### src/rtl/dc_err_pkg.sv
// Shared types and constants for the DC-error poll scheduler.
package dc_err_pkg;

    typedef enum logic [2:0] {
        ST_IDLE = 3'd0,
        ST_REQ  = 3'd1,
        ST_WAIT = 3'd2,
        ST_EVAL = 3'd3,
        ST_GAP  = 3'd4
    } state_e;

    localparam int DC_ERR_N_SRC  = 3;
    localparam int SRC_ET_DC     = 0;
    localparam int SRC_ET_OFC_DC = 1;
    localparam int SRC_VETO      = 2;

    function automatic int max_int(input int a, input int b);
        return (a > b) ? a : b;
    endfunction

endpackage

### src/rtl/dc_err_timer.sv
// Loadable down-counter that saturates at zero; shared by the reply timeout and the inter-round gap.
module dc_err_timer #(
    parameter int W = 4
) (
    input  logic         clk,
    input  logic         rst_n,
    input  logic         load,
    input  logic [W-1:0] load_val,
    input  logic         dec,
    output logic         zero
);

    logic [W-1:0] cnt_q;
    logic [W-1:0] cnt_d;

    always_comb begin
        cnt_d = cnt_q;
        if (load) begin
            cnt_d = load_val;
        end else if (dec && (cnt_q != '0)) begin
            cnt_d = cnt_q - 1'b1;
        end
    end

    always_ff @(posedge clk or negedge rst_n) begin
        if (!rst_n) begin
            cnt_q <= '0;
        end else begin
            cnt_q <= cnt_d;
        end
    end

    assign zero = (cnt_q == '0);

endmodule

### src/rtl/dc_err_poll_sched.sv
// Round-robin poller of the DC-error sources with per-source reply timeout.
// Build option DC_ERR_STICKY_EN: one bad round keeps is_dc_err high until in_live falls.
module dc_err_poll_sched
    import dc_err_pkg::*;
#(
    parameter int N_SRC       = DC_ERR_N_SRC,
    parameter int TIMEOUT_CYC = 1024,
    parameter int POLL_GAP    = 16
) (
    input  logic             clk,
    input  logic             rst_n,
    input  logic             in_live,
    output logic [N_SRC-1:0] req_o,
    input  logic [N_SRC-1:0] got_i,
    input  logic [N_SRC-1:0] is_err_i,
    output logic             is_dc_err,
    output logic [N_SRC-1:0] err_src,
    output logic [N_SRC-1:0] tmo_src,
    output logic             round_done,
    output logic             busy,
    output logic [2:0]       dbg_state
);

    localparam int IW = (N_SRC > 1) ? $clog2(N_SRC) : 1;
    localparam int TW = $clog2(max_int(TIMEOUT_CYC, POLL_GAP) + 1);
    localparam int GAP_M1 = (POLL_GAP > 0) ? POLL_GAP - 1 : 0;
    localparam logic [TW-1:0]    TMO_LOAD = TW'(TIMEOUT_CYC);
    localparam logic [TW-1:0]    GAP_LOAD = TW'(GAP_M1);
    localparam logic [N_SRC-1:0] ONE      = N_SRC'(1);
    localparam logic [IW-1:0]    LAST_IDX = IW'(N_SRC - 1);

    state_e            state_q, state_d;
    logic [IW-1:0]     idx_q, idx_d;
    logic [N_SRC-1:0]  res_q, res_d;
    logic [N_SRC-1:0]  tmo_q, tmo_d;
    logic [N_SRC-1:0]  req_q, req_d;
    logic              is_dc_err_q, is_dc_err_d;
    logic [N_SRC-1:0]  err_src_q, err_src_d;
    logic [N_SRC-1:0]  tmo_src_q, tmo_src_d;
    logic              round_done_q, round_done_d;
    logic              busy_q, busy_d;
    logic              src_done;
    logic              tmr_load, tmr_dec, tmr_zero;
    logic [TW-1:0]     tmr_load_val;
`ifdef DC_ERR_STICKY_EN
    logic              sticky_q, sticky_d;
`endif

    dc_err_timer #(.W(TW)) u_timer (
        .clk      (clk),
        .rst_n    (rst_n),
        .load     (tmr_load),
        .load_val (tmr_load_val),
        .dec      (tmr_dec),
        .zero     (tmr_zero)
    );

    // Handshake: req_o[idx] is a one-cycle pulse in REQ; the source answers later with
    // got_i[idx] (is_err_i[idx] valid in the same cycle). Only the polled bit is looked at.
    always_comb begin
        state_d      = state_q;
        idx_d        = idx_q;
        res_d        = res_q;
        tmo_d        = tmo_q;
        req_d        = '0;
        is_dc_err_d  = is_dc_err_q;
        err_src_d    = err_src_q;
        tmo_src_d    = tmo_src_q;
        round_done_d = 1'b0;
        src_done     = 1'b0;
        tmr_load     = 1'b0;
        tmr_load_val = TMO_LOAD;
        tmr_dec      = 1'b0;
`ifdef DC_ERR_STICKY_EN
        sticky_d     = sticky_q;
`endif
        if (!in_live) begin
            state_d     = ST_IDLE;
            idx_d       = '0;
            res_d       = '0;
            tmo_d       = '0;
            is_dc_err_d = 1'b1;
            err_src_d   = '0;
            tmo_src_d   = '0;
`ifdef DC_ERR_STICKY_EN
            sticky_d    = 1'b0;
`endif
        end else begin
            case (state_q)
                ST_IDLE: begin
                    state_d     = ST_REQ;
                    idx_d       = '0;
                    res_d       = '0;
                    tmo_d       = '0;
                    req_d       = ONE;
                    is_dc_err_d = 1'b1;
`ifdef DC_ERR_STICKY_EN
                    sticky_d    = 1'b0;
`endif
                end
                ST_REQ: begin
                    tmr_load     = 1'b1;
                    tmr_load_val = TMO_LOAD;
                    state_d      = ST_WAIT;
                end
                ST_WAIT: begin
                    if (got_i[idx_q]) begin
                        res_d[idx_q] = is_err_i[idx_q];
                        src_done     = 1'b1;
                    end else if (tmr_zero) begin
                        res_d[idx_q] = 1'b1;
                        tmo_d[idx_q] = 1'b1;
                        src_done     = 1'b1;
                    end else begin
                        tmr_dec = 1'b1;
                    end
                    if (src_done) begin
                        if (idx_q == LAST_IDX) begin
                            state_d = ST_EVAL;
                        end else begin
                            idx_d   = idx_q + 1'b1;
                            req_d   = ONE << (idx_q + 1'b1);
                            state_d = ST_REQ;
                        end
                    end
                end
                ST_EVAL: begin
`ifdef DC_ERR_STICKY_EN
                    is_dc_err_d  = (|res_q) | sticky_q;
                    sticky_d     = sticky_q | (|res_q);
`else
                    is_dc_err_d  = |res_q;
`endif
                    err_src_d    = res_q;
                    tmo_src_d    = tmo_q;
                    round_done_d = 1'b1;
                    if (POLL_GAP == 0) begin
                        state_d = ST_REQ;
                        idx_d   = '0;
                        res_d   = '0;
                        tmo_d   = '0;
                        req_d   = ONE;
                    end else begin
                        tmr_load     = 1'b1;
                        tmr_load_val = GAP_LOAD;
                        state_d      = ST_GAP;
                    end
                end
                ST_GAP: begin
                    if (tmr_zero) begin
                        state_d = ST_REQ;
                        idx_d   = '0;
                        res_d   = '0;
                        tmo_d   = '0;
                        req_d   = ONE;
                    end else begin
                        tmr_dec = 1'b1;
                    end
                end
                default: begin
                    state_d = ST_IDLE;
                end
            endcase
        end
        busy_d = (state_d != ST_IDLE);
    end

    always_ff @(posedge clk or negedge rst_n) begin
        if (!rst_n) begin
            state_q      <= ST_IDLE;
            idx_q        <= '0;
            res_q        <= '0;
            tmo_q        <= '0;
            req_q        <= '0;
            is_dc_err_q  <= 1'b1;
            err_src_q    <= '0;
            tmo_src_q    <= '0;
            round_done_q <= 1'b0;
            busy_q       <= 1'b0;
`ifdef DC_ERR_STICKY_EN
            sticky_q     <= 1'b0;
`endif
        end else begin
            state_q      <= state_d;
            idx_q        <= idx_d;
            res_q        <= res_d;
            tmo_q        <= tmo_d;
            req_q        <= req_d;
            is_dc_err_q  <= is_dc_err_d;
            err_src_q    <= err_src_d;
            tmo_src_q    <= tmo_src_d;
            round_done_q <= round_done_d;
            busy_q       <= busy_d;
`ifdef DC_ERR_STICKY_EN
            sticky_q     <= sticky_d;
`endif
        end
    end

    assign req_o      = req_q;
    assign is_dc_err  = is_dc_err_q;
    assign err_src    = err_src_q;
    assign tmo_src    = tmo_src_q;
    assign round_done = round_done_q;
    assign busy       = busy_q;
    assign dbg_state  = state_q;

endmodule

### config.mk
export PLATFORM = sky130hd
export DESIGN_NAME = dc_err_poll_sched
export DESIGN_NICKNAME = d
export VERILOG_FILES = /design/src/rtl/dc_err_pkg.sv /design/src/rtl/dc_err_timer.sv /design/src/rtl/dc_err_poll_sched.sv
export SDC_FILE = /design/constraint.sdc
export NUM_CORES = 1
export LEC_CHECK = 0
export ABC_CLOCK_PERIOD_IN_PS = 4200
export CORE_MARGIN = 2
export CORE_UTILIZATION = 45
export DETAILED_ROUTE_END_ITERATION = 8
export PLACE_DENSITY = 0.76
export SYNTH_ARGS = -nofsm -noshare
export SYNTH_HDL_FRONTEND = slang
export SYNTH_HIERARCHICAL = 1
export SYNTH_SLANG_ARGS = --single-unit
export TNS_END_PERCENT = 30
### constraint.sdc
create_clock -name clk -period 4.2 [get_ports clk]
set_input_delay 0.84 -clock clk [delete_from_list [all_inputs] [get_ports clk]]
set_output_delay 0.84 -clock clk [all_outputs]
set_load 0.005 [all_outputs]
==> out/results.ini, run 1 <==
[sta]
hold_viol = 0
finalCritPeriodShare_pct = 72.7
tightest_slew_ns = 0.544
rsz0062_at_grt = no
maxSlewHeadroom_pct = 63.8
fin_skew_ns = 0.00425
timing.final.ws_setup_ns = 1.15
fmax_ghz = 0.328
maxSlewViolCount = 0
setup_viol = 0
final.setup.tns_ns = 0
min_period_ns = 3.05

[floorplanning]
rows = 24
die_w_um = 70.6
die_area_um2 = 4980
core_um2 = 4320
ios = 24
die_h_um = 70.6
initial_core_util_pct = 46.2

[drt]
drtPass1Iterations = 6
via_per_inst = 5.83
remaining_drc_errors = 0
ant_nets = 0
drt_iter0_markers = 129
via_count = 1684
detail_route.wl_per_cell_um = 14.4
finalWirelength_um = 4170

[power_and_ir_drop]
ir_worst_vdd_v = 0.000207
p_leak_nw = 1.01
power.density_nw_per_um2 = 445

[setup_path]
max_stage_delay_ns = 0.46
crit_top_cell = a21oi_1
arrival_ns = 3.23
worst-setup-path-type = input pin to flip-flop
critical_path_required_ns = 4.37
path_cells = clkdlybuf4s50_1 -> mux2_4 -> a21oi_1 -> a21oi_1 -> nor3_1 -> buf_4 -> or4b_4 -> a2111oi_2 -> xnor2_1 -> o21ai_1
crit_slowest_cell = or4b_4
cp_max_fo = 7
start_kind = input pin
endpoint_kind = flip-flop

[synthesis]
synth_top_area_share_pct = 41.4
yosys.area.top_type = dfrtp_1
syn_area_um2 = 2000
yosys_warnings = 6
syn_inst = 206
ys_seq_area_share_pct = 42.7
synth_edf_count = 0
postSynthAreaPerCell_um2 = 9.69
synthTopCellsByArea = dfrtp_1 41%, ha_1 4.4%, nand2_1 3.2%
ys_types = 54
ys_seq_elements = 34
ys.flop_type = dfrtp_1
async_flop_share_pct = 100

[global_route]
grt_start_max_net_pins = 35
grt_pass1_vias = 1615
antenna_found_initial = 0
grt_usage_pct = 18.4
overflow = 0
grt_pass1_wl_um = 7370

[cts]
clkLatencyLatePin_ns = 0.29
tritoncts = done
clock_path_buffers = 2
postCtsSetupBuffers = 0
cts_sinks = 34
ctsHoldBuffers = 0
clk_pin_slew_worst_paths_ns = 0.07
cts-resized-gates = 0
cts_root_buf = clkbuf_8
htreeDepth = 2
numCtsBuffers = 5

[place]
gp_congestion = 0.817
port_buffers = 23
pre_cts_slack_ns = 0.837
place_area_um2 = 2300
dpl.hpwl_um = 2870

[final_layout]
drive_gt1_share_pct = 11.0
nFillCells = 402
post-route-cell-area_um2 = 2390
final_util_pct = 55.3
syn2layout_area_growth_pct = 19.9
antennaDiodeCount = 0
fin_nets = 252

[worst_hold_path]
hp-class = flip-flop to flip-flop

[job]
drv_cap = 0

[outcome]
status = finished, final reports clean

-- state kept, by name, indices dropped and copies added (netlist names) --
register	count
busy	1
dbg_state	3
err_src	3
idx_q	2
is_dc_err	1
req_o	3
res_q	3
round_done	1
tmo_q	3
tmo_src	3
u_timer/cnt_q	11
-- report_power, final --
group          switching, mW  internal [mW]  leakage, nW
sequential            0.0815          0.382        0.448
combinational          0.190          0.156        0.509
clock                  0.122          0.132       0.0482
total                  0.393          0.671         1.01
-- layer usage --
metal	part of all wire [%]	track usage [%]
met4	0.96	6.08
met5	0	0
met2	45	27.0
met1	48	27.0
met3	5.5	4.27
-- stage by stage --
step,instances,hold slack (ns),power [mW]
3_3_place_gp,281,0.511,0.801
6_report,289,0.521,1.06
3_5_place_dp,281,0.515,0.811
5_1_grt,289,0.560,1.14
4_1_cts,289,0.526,1.07
2_1_floorplan,211,0.488,0.713
-- worst max-delay path: cells and delay by family --
family | cells | cell delay, ns
xor gates and xnor gates | 1 | 0.16
AOI/OAI and AO/OA | 4 | 0.74
buffers and inverters | 2 | 0.57
and+or+nand+nor | 2 | 0.60
muxes | 1 | 0.32
-- cells in the final DEF (no fill, tap or decap), types with 4 or more instances in the layout --
cell and count:
dfrtp_1 33, clkdlybuf4s50_1 23, nand2_1 17, nor2_1 14
o21ai_0 12, inv_1 10, a21oi_1 9, nand3_1 9
nor3_1 9, ha_1 7, nor2b_1 6, clkbuf_8 6
conb_1 6, nand2b_1 4, mux2i_1 4, o311ai_0 4
buf_4 4
-- final cells by class --
| type | count | area (um2) | share of cell area [%] |
|---|---|---|---|
| Multi-Input combinational cell | 158 | 1090 | 45.4 |
| Sequential cell | 34 | 852 | 35.6 |
| Timing Repair Buffer | 27 | 260 | 10.9 |
| Clock buffer | 7 | 86.3 | 3.61 |
| Tap cell | 52 | 65.1 | 2.72 |
| Inverter | 10 | 37.5 | 1.57 |
| Clock inverter | 1 | 5.00 | 0.209 |
-- cells by family (layout without fill, tap and decap cells) --
kind of cell             Yosys count  in the layout  share of synthesized area [%]
multiplexers                       6              6                           3.32
adder cells (fa/ha/maj)            7              7                           4.39
flip-flops                        34             34                           42.7
AND/OR/NAND/NOR                   80             80                           22.6
buffers and inverters             19             45                           4.07
XOR/XNOR                           5              5                           2.19
other                              1              6                          0.188
AO/OA/AOI/OAI                     54             54                           20.6
-- final timing paths --
path,cells past startpoint,slack [ns],endpoint,startpoint
max in group asynchronous,2,2.92,is_dc_err,rst_n
min in group asynchronous,2,0.95,idx_q[0],rst_n
min,2,0.52,tmo_src[0],tmo_src[0]
max,10,1.15,u_timer/cnt_q[9],got_i[0]
max reg2reg,9,1.45,u_timer/cnt_q[9],idx_q[1]
min reg2reg,2,0.52,tmo_src[0],tmo_src[0]
-- cell usage after synthesis, drive strengths merged, types with 2 or more instances --
library cell and number:
xnor2 3, o21ai 13, ha 7, a21oi 9, a211oi 2, nand3 9, a311oi 2, inv 10
and3 4, clkbuf 7, nand2 17, o2bb2ai 2, a2bb2oi 2, and2 3, mux2i 4, o32ai 3
a32o 3, a311o 2, mux2 2, o311ai 4, nor3b 3, a2111oi 2, a31oi 3, nor2 14
xor2 2, nand2b 4, nor3 10, nor2b 6, dfrtp 33, buf 2, or3 3
No activity file was read; power rests on OpenSTA's default activity.
==> run 2, diff against run 1 <==
ABC_CLOCK_PERIOD_IN_PS = 2470   (was 4200)
PLACE_DENSITY = 0.78   (was 0.76)
clock period = 2.47 ns   (was 4.2 ns; I/O delays follow)
==> out/results.ini, run 2 (synthesized netlist as in run 1, its figures left out) <==
[outcome]
status = finished, final reports clean

[global_route]
grt_usage_pct = 20.0  ; +1.6 points
use_met3_pct = 4.56  ; +0.28 points
overflow = 0  ; unchanged
antenna_found_initial = 0  ; unchanged
top_usage_layer = met2
gr-usage-met1_pct = 29.4  ; +2.4 points
grtUsageMet2_pct = 29.5  ; +2.4 points
grt_pass1_vias = 1604  ; -0.68%
grt_pass1_wl_um = 7820  ; +6.2%
grt_start_max_net_pins = 35  ; unchanged

[final_layout]
fin_nets = 271  ; +7.5%
post-route-cell-area_um2 = 2620  ; +9.4%
register_area_um2 = 852  ; unchanged
largest_reg_flops = 11  ; unchanged
final_cell_mix = 33 x dfrtp_1, 23 x clkdlybuf4s50_1, 22 x buf_4, 17 x nand2_1, 14 x nor2_1
instances_no_fill = 308  ; +6.6%
antennaDiodeCount = 0  ; unchanged
multi_input_area_um2 = 1150  ; +6.3%
syn2layout_area_growth_pct = 31.1
top_register = u_timer/cnt_q
nFillCells = 385  ; -4.2%
layout_commonest_cell = dfrtp_1
drive_gt1_share_pct = 19.5  ; +8.6 points

[sta]
min_period_ns = 2.42
fmax_ghz = 0.413
fin_skew_ns = 0.00842  ; +0.00417 ns
hold_viol = 0  ; unchanged
finalCritPeriodShare_pct = 97.9
rsz0062_at_grt = yes
setup_viol = 0  ; unchanged
maxSlewViolCount = 0  ; unchanged
timing.final.ws_setup_ns = 0.0512  ; -1.10 ns

[place]
pre_cts_slack_ns = -0.369  ; -1.21 ns
port_buffers = 23  ; unchanged
gp_congestion = 0.851  ; +4.1%
place_area_um2 = 2500  ; +8.5%
dpl.hpwl_um = 3210  ; +12%
place_inst = 300  ; +6.8%

[setup_path]
path_cells = clkdlybuf4s50_1 -> mux2_4 -> a21oi_4 -> a21oi_2 -> nor3_4 -> or4b_4 -> a2111oi_4 -> xnor2_1 -> o21ai_1
critical_path_required_ns = 2.65  ; -1.72 ns
endpoint_kind = flip-flop
max_stage_delay_ns = 0.49  ; +0.03 ns
worst-setup-path-type = input pin to flip-flop
start_kind = input pin
cp_max_fo = 6  ; -1
crit_slowest_cell = or4b_4
arrival_ns = 2.60  ; -0.63 ns

[cts]
htreeDepth = 2  ; unchanged
tritoncts = done
cts_sinks = 34  ; unchanged
ctsHoldBuffers = 0  ; unchanged
clkLatencyLatePin_ns = 0.30  ; about the same
clock_path_buffers = 2  ; unchanged
postCtsSetupBuffers = 0  ; unchanged
clk_pin_slew_worst_paths_ns = 0.07  ; about the same
numCtsBuffers = 5  ; unchanged
cts_root_buf = clkbuf_8

[power_and_ir_drop]
power.density_nw_per_um2 = 757  ; +70%
finalPower_mw = 1.98  ; +86%
ir_worst_vdd_v = 0.000309  ; +49%
p_leak_nw = 1.11  ; +10%

[drt]
drtPass1Iterations = 4  ; -2
ant_nets = 0  ; unchanged
remaining_drc_errors = 0  ; unchanged
via_count = 1721  ; +2.2%
finalWirelength_um = 4560  ; +9.2%
detail_route.wl_per_cell_um = 14.8  ; +2.5%
via_per_inst = 5.59  ; -4.1%
drt_iter0_markers = 173  ; +34%

[floorplanning]
ios = 24  ; unchanged
core_um2 = 4320  ; unchanged
die_h_um = 70.6  ; unchanged
die_w_um = 70.6  ; unchanged
initial_core_util_pct = 46.2  ; unchanged
rows = 24  ; unchanged
die_area_um2 = 4980  ; unchanged

[job]
drv_cap = 0  ; unchanged

[worst_hold_path]
hp-class = flip-flop to flip-flop

[run 2: cell count changes in the layout (fill, tap and decap cells not counted), moves of 2 or more]
cell and change:
a2111oi_2 -2, a21oi_1 -2, a2111oi_4 +2, buf_4 +18
[run 2: what timing repair did]
| action | in CTS | in global routing |
|---|---|---|
| setup endpoints to repair | 1 | 2 |
| pin swaps | 1 | 2 |
| gates resized for setup | 1 | 1 |
[run 2: per-stage QoR]
step | hold slack, ns | util, % | setup TNS [ns]
finish | 0.521 | 60.5 | 0
global route | 0.544 | 60.5 | -0.0243
CTS | 0.526 | 60.1 | 0
detailed placement | 0.515 | 57.7 | -1.25
global placement | 0.509 | 57.7 | -0.929
floorplan | 0.198 | - | 0
[run 2: final timing paths]
check                                      start               end  cells past startpoint  slack (ns)
worst min register to register        tmo_src[1]        tmo_src[1]                      2        0.52
min in group asynchronous                  rst_n          idx_q[0]                      2        0.59
worst min-delay path                  tmo_src[1]        tmo_src[1]                      2        0.52
worst max-delay path                    got_i[0]  u_timer/cnt_q[9]                      9        0.05
max in group asynchronous                  rst_n         is_dc_err                      2        1.51
worst max register to register  u_timer/cnt_q[0]  u_timer/cnt_q[9]                      9        0.10
[run 2: cell type report]
class	instances	share of cell area, %
clock buffers	7	3.30
clock inverters	1	0.191
inverters	10	1.43
multi-input cells	158	44.1
flip-flops and latches	34	32.6
well taps	52	2.49
repair buffers	46	15.9
[run 2: layer usage]
| layer | wire (um) | share of wire, % |
|---|---|---|
| met1 | 2170 | 48 |
| met2 | 2110 | 46 |
| met4 | 64 | 1.4 |
| met3 | 216 | 4.7 |
| met5 | 0 | 0 |
[run 2: critical path: cells and delay by family]
family                    cells  cell delay [ns]
xor gates and xnor gates      1             0.17
AOI/OAI and AO/OA             4             0.55
and+or+nand+nor               2             0.67
muxes                         1             0.32
buffers and inverters         1             0.39
[run 2: power breakdown]
group          leakage, nW  internal [mW]  switching (mW)
clock               0.0482          0.225           0.211
sequential           0.448          0.650           0.132
combinational        0.613          0.361           0.403
==> run 3, diff against run 2 <==
==> constraint.sdc (replaced) <==
create_clock -name clk -period 2.47 [get_ports clk]
set_input_delay 0.741 -clock clk [delete_from_list [all_inputs] [get_ports clk]]
set_output_delay 0.741 -clock clk [all_outputs]
set_load 0.005 [all_outputs]
==> out/results.ini, run 3 (synthesized netlist as in run 1, its figures left out) <==
[outcome]
status = finished, final reports clean

[floorplanning]
die_h_um = 70.6  ; unchanged
core_um2 = 4320  ; unchanged
rows = 24  ; unchanged
initial_core_util_pct = 46.2  ; unchanged
ios = 24  ; unchanged
die_area_um2 = 4980  ; unchanged
die_w_um = 70.6  ; unchanged

[sta]
rsz0062_at_grt = no
hold_viol = 0  ; unchanged
fmax_ghz = 0.426  ; +3.0%
min_period_ns = 2.35  ; -0.0703 ns
finalCritPeriodShare_pct = 95.1  ; -2.8 points
timing.final.ws_setup_ns = 0.121  ; +0.0703 ns
fin_skew_ns = 0.00220  ; -0.00622 ns
setup_viol = 0  ; unchanged
maxSlewViolCount = 0  ; unchanged

[drt]
detail_route.wl_per_cell_um = 14.2  ; -4.2%
remaining_drc_errors = 0  ; unchanged
ant_nets = 0  ; unchanged
via_count = 1736  ; +0.87%
via_per_inst = 5.60  ; +0.22%
drt_iter0_markers = 180  ; +4.0%
finalWirelength_um = 4400  ; -3.5%
drtPass1Iterations = 4  ; unchanged

[global_route]
top_usage_layer = met2
grt_pass1_wl_um = 7700  ; -1.6%
use_met3_pct = 4.42  ; -0.14 points
gr-usage-met1_pct = 26.7  ; -2.7 points
grt_pass1_vias = 1680  ; +4.7%
antenna_found_initial = 0  ; unchanged
grtUsageMet2_pct = 30.5  ; +1.0 points
grt_usage_pct = 19.4  ; -0.57 points
grt_start_max_net_pins = 35  ; unchanged
overflow = 0  ; unchanged

[setup_path]
endpoint_kind = flip-flop
worst-setup-path-type = input pin to flip-flop
r2r_slack_ns = 0.17  ; +0.07 ns
r2r_end = u_timer/cnt_q[9]
rr_startpoint = idx_q[1]
ff2ff_path_depth = 8  ; -1
start_kind = input pin
critical_path_required_ns = 2.64  ; about the same
arrival_ns = 2.52  ; -0.08 ns
cp_max_fo = 2  ; -4

[cts]
cts_root_buf = clkbuf_8
cts_sinks = 34  ; unchanged
clk_pin_slew_worst_paths_ns = 0.07  ; about the same
clock_path_buffers = 2  ; unchanged
ctsHoldBuffers = 0  ; unchanged
numCtsBuffers = 5  ; unchanged
tritoncts = done
htreeDepth = 2  ; unchanged
clkLatencyLatePin_ns = 0.28  ; -0.02 ns

[place]
gp_congestion = 0.877  ; +3.1%
pre_cts_slack_ns = -0.489  ; -0.120 ns
dpl.hpwl_um = 3250  ; +1.3%
port_buffers = 23  ; unchanged
place_inst = 300  ; unchanged

[power_and_ir_drop]
pwr-share-comb_pct = 36.7  ; -1.9 points
power_switching_mw = 0.706  ; -5.3%
power.density_nw_per_um2 = 761  ; +0.53%
power.internal_mw = 1.28  ; +3.2%
p_leak_nw = 1.13  ; +1.5%
p_seq_share_pct = 39.2  ; -0.2 points
p_sw_share_pct = 35.6  ; -2.0 points
p_clk_share_pct = 24.1  ; +2.1 points
ir_worst_vdd_v = 0.000428  ; +39%

[final_layout]
antennaDiodeCount = 0  ; unchanged
layout_commonest_cell = dfrtp_1
fin_nets = 273  ; +0.74%
top_register = u_timer/cnt_q
final_cell_mix = 32 x dfrtp_1, 25 x buf_4, 20 x clkdlybuf4s50_1, 17 x nand2_1, 14 x nor2_1
instances_no_fill = 310  ; +0.65%
syn2layout_area_growth_pct = 30.4
drive_gt1_share_pct = 21.3  ; +1.8 points
largest_reg_flops = 11  ; unchanged

[worst_hold_path]
hp-class = flip-flop to flip-flop
holdPathEnd = tmo_src[2]
min_from = tmo_src[2]
whs_path_depth = 2  ; unchanged

[job]
drv_cap = 0  ; unchanged

-- run 3: changes by cell type in the layout (fill, tap and decap cells not counted), sizes merged --
| cell | delta |
|---|---|
| clkbuf | +3 |
| clkdlybuf4s50 | -3 |
| buf | +2 |
| clkdlybuf4s15 | +1 |
| clkinv | -1 |
-- run 3: through the flow --
| step | instance area [um2] | util, % | power (mW) | hold WS, ns | setup TNS, ns |
|---|---|---|---|---|---|
| after floorplan | 2050 | - | 1.24 | 0.445 | -0.121 |
| after global placement | 2480 | 57.4 | 1.48 | 0.509 | -2.19 |
| after detailed placement | 2480 | 57.4 | 1.50 | 0.516 | -2.78 |
| after CTS | 2610 | 60.3 | 1.99 | 0.525 | 0 |
| after global routing | 2600 | 60.2 | 2.11 | 0.538 | 0 |
| final | 2600 | 60.2 | 1.98 | 0.520 | 0 |
-- run 3: critical path, cell delays in order --
cell             delay, ns
clkdlybuf4s15_1       0.18
and3b_2               0.22
a21oi_4               0.14
a21oi_2               0.09
nor3_4                0.20
or4b_4                0.49
a2111oi_4             0.21
xnor2_1               0.16
o21ai_1               0.08
-- run 3: metal layers --
| layer | wire [um] | share of wire, % | vias up |
|---|---|---|---|
| met1 | 2150 | 49 | 828 |
| met2 | 1970 | 45 | 45 |
| met5 | 0 | 0 | - |
| li1 | - | - | 856 |
| met4 | 78 | 1.8 | 0 |
| met3 | 194 | 4.4 | 7 |
-- run 3: cell type report --
class / instances / area [um2]
Clock buffer: 8 / 110
Fill cell: 365 / 1720
Inverter: 10 / 37.5
Multi-Input combinational cell: 158 / 1130
Sequential cell: 34 / 853
Tap cell: 52 / 65.1
Timing Repair Buffer: 48 / 408
-- run 3: repair_timing --
action / CTS / global route
buffers inserted: 2 / 0
gates resized for setup: 5 / 5
pin swaps: 8 / 6
setup endpoints to repair: 2 / 8
-- run 3: worst max path at each step --
stage / from / endpoint / slack, ns / depth (start not counted)
floorplan: got_i[0] / u_timer/cnt_q[9] / -0.08 / 8
finish: got_i[1] / u_timer/cnt_q[9] / 0.12 / 9
detailed placement: got_i[0] / u_timer/cnt_q[8] / -0.49 / 9
global route: got_i[1] / u_timer/cnt_q[8] / 0.004 / 10
CTS: got_i[0] / u_timer/cnt_q[9] / 0.02 / 9
global placement: got_i[0] / u_timer/cnt_q[9] / -0.41 / 9
-- run 3: power groups by stage --
stage	clock (mW)	sequential, mW	combinational, mW
finish	0.478	0.777	0.726
global route	0.525	0.791	0.797
CTS	0.492	0.775	0.720
detailed placement	0	0.786	0.715
global placement	0	0.781	0.699
floorplan	0	0.751	0.492
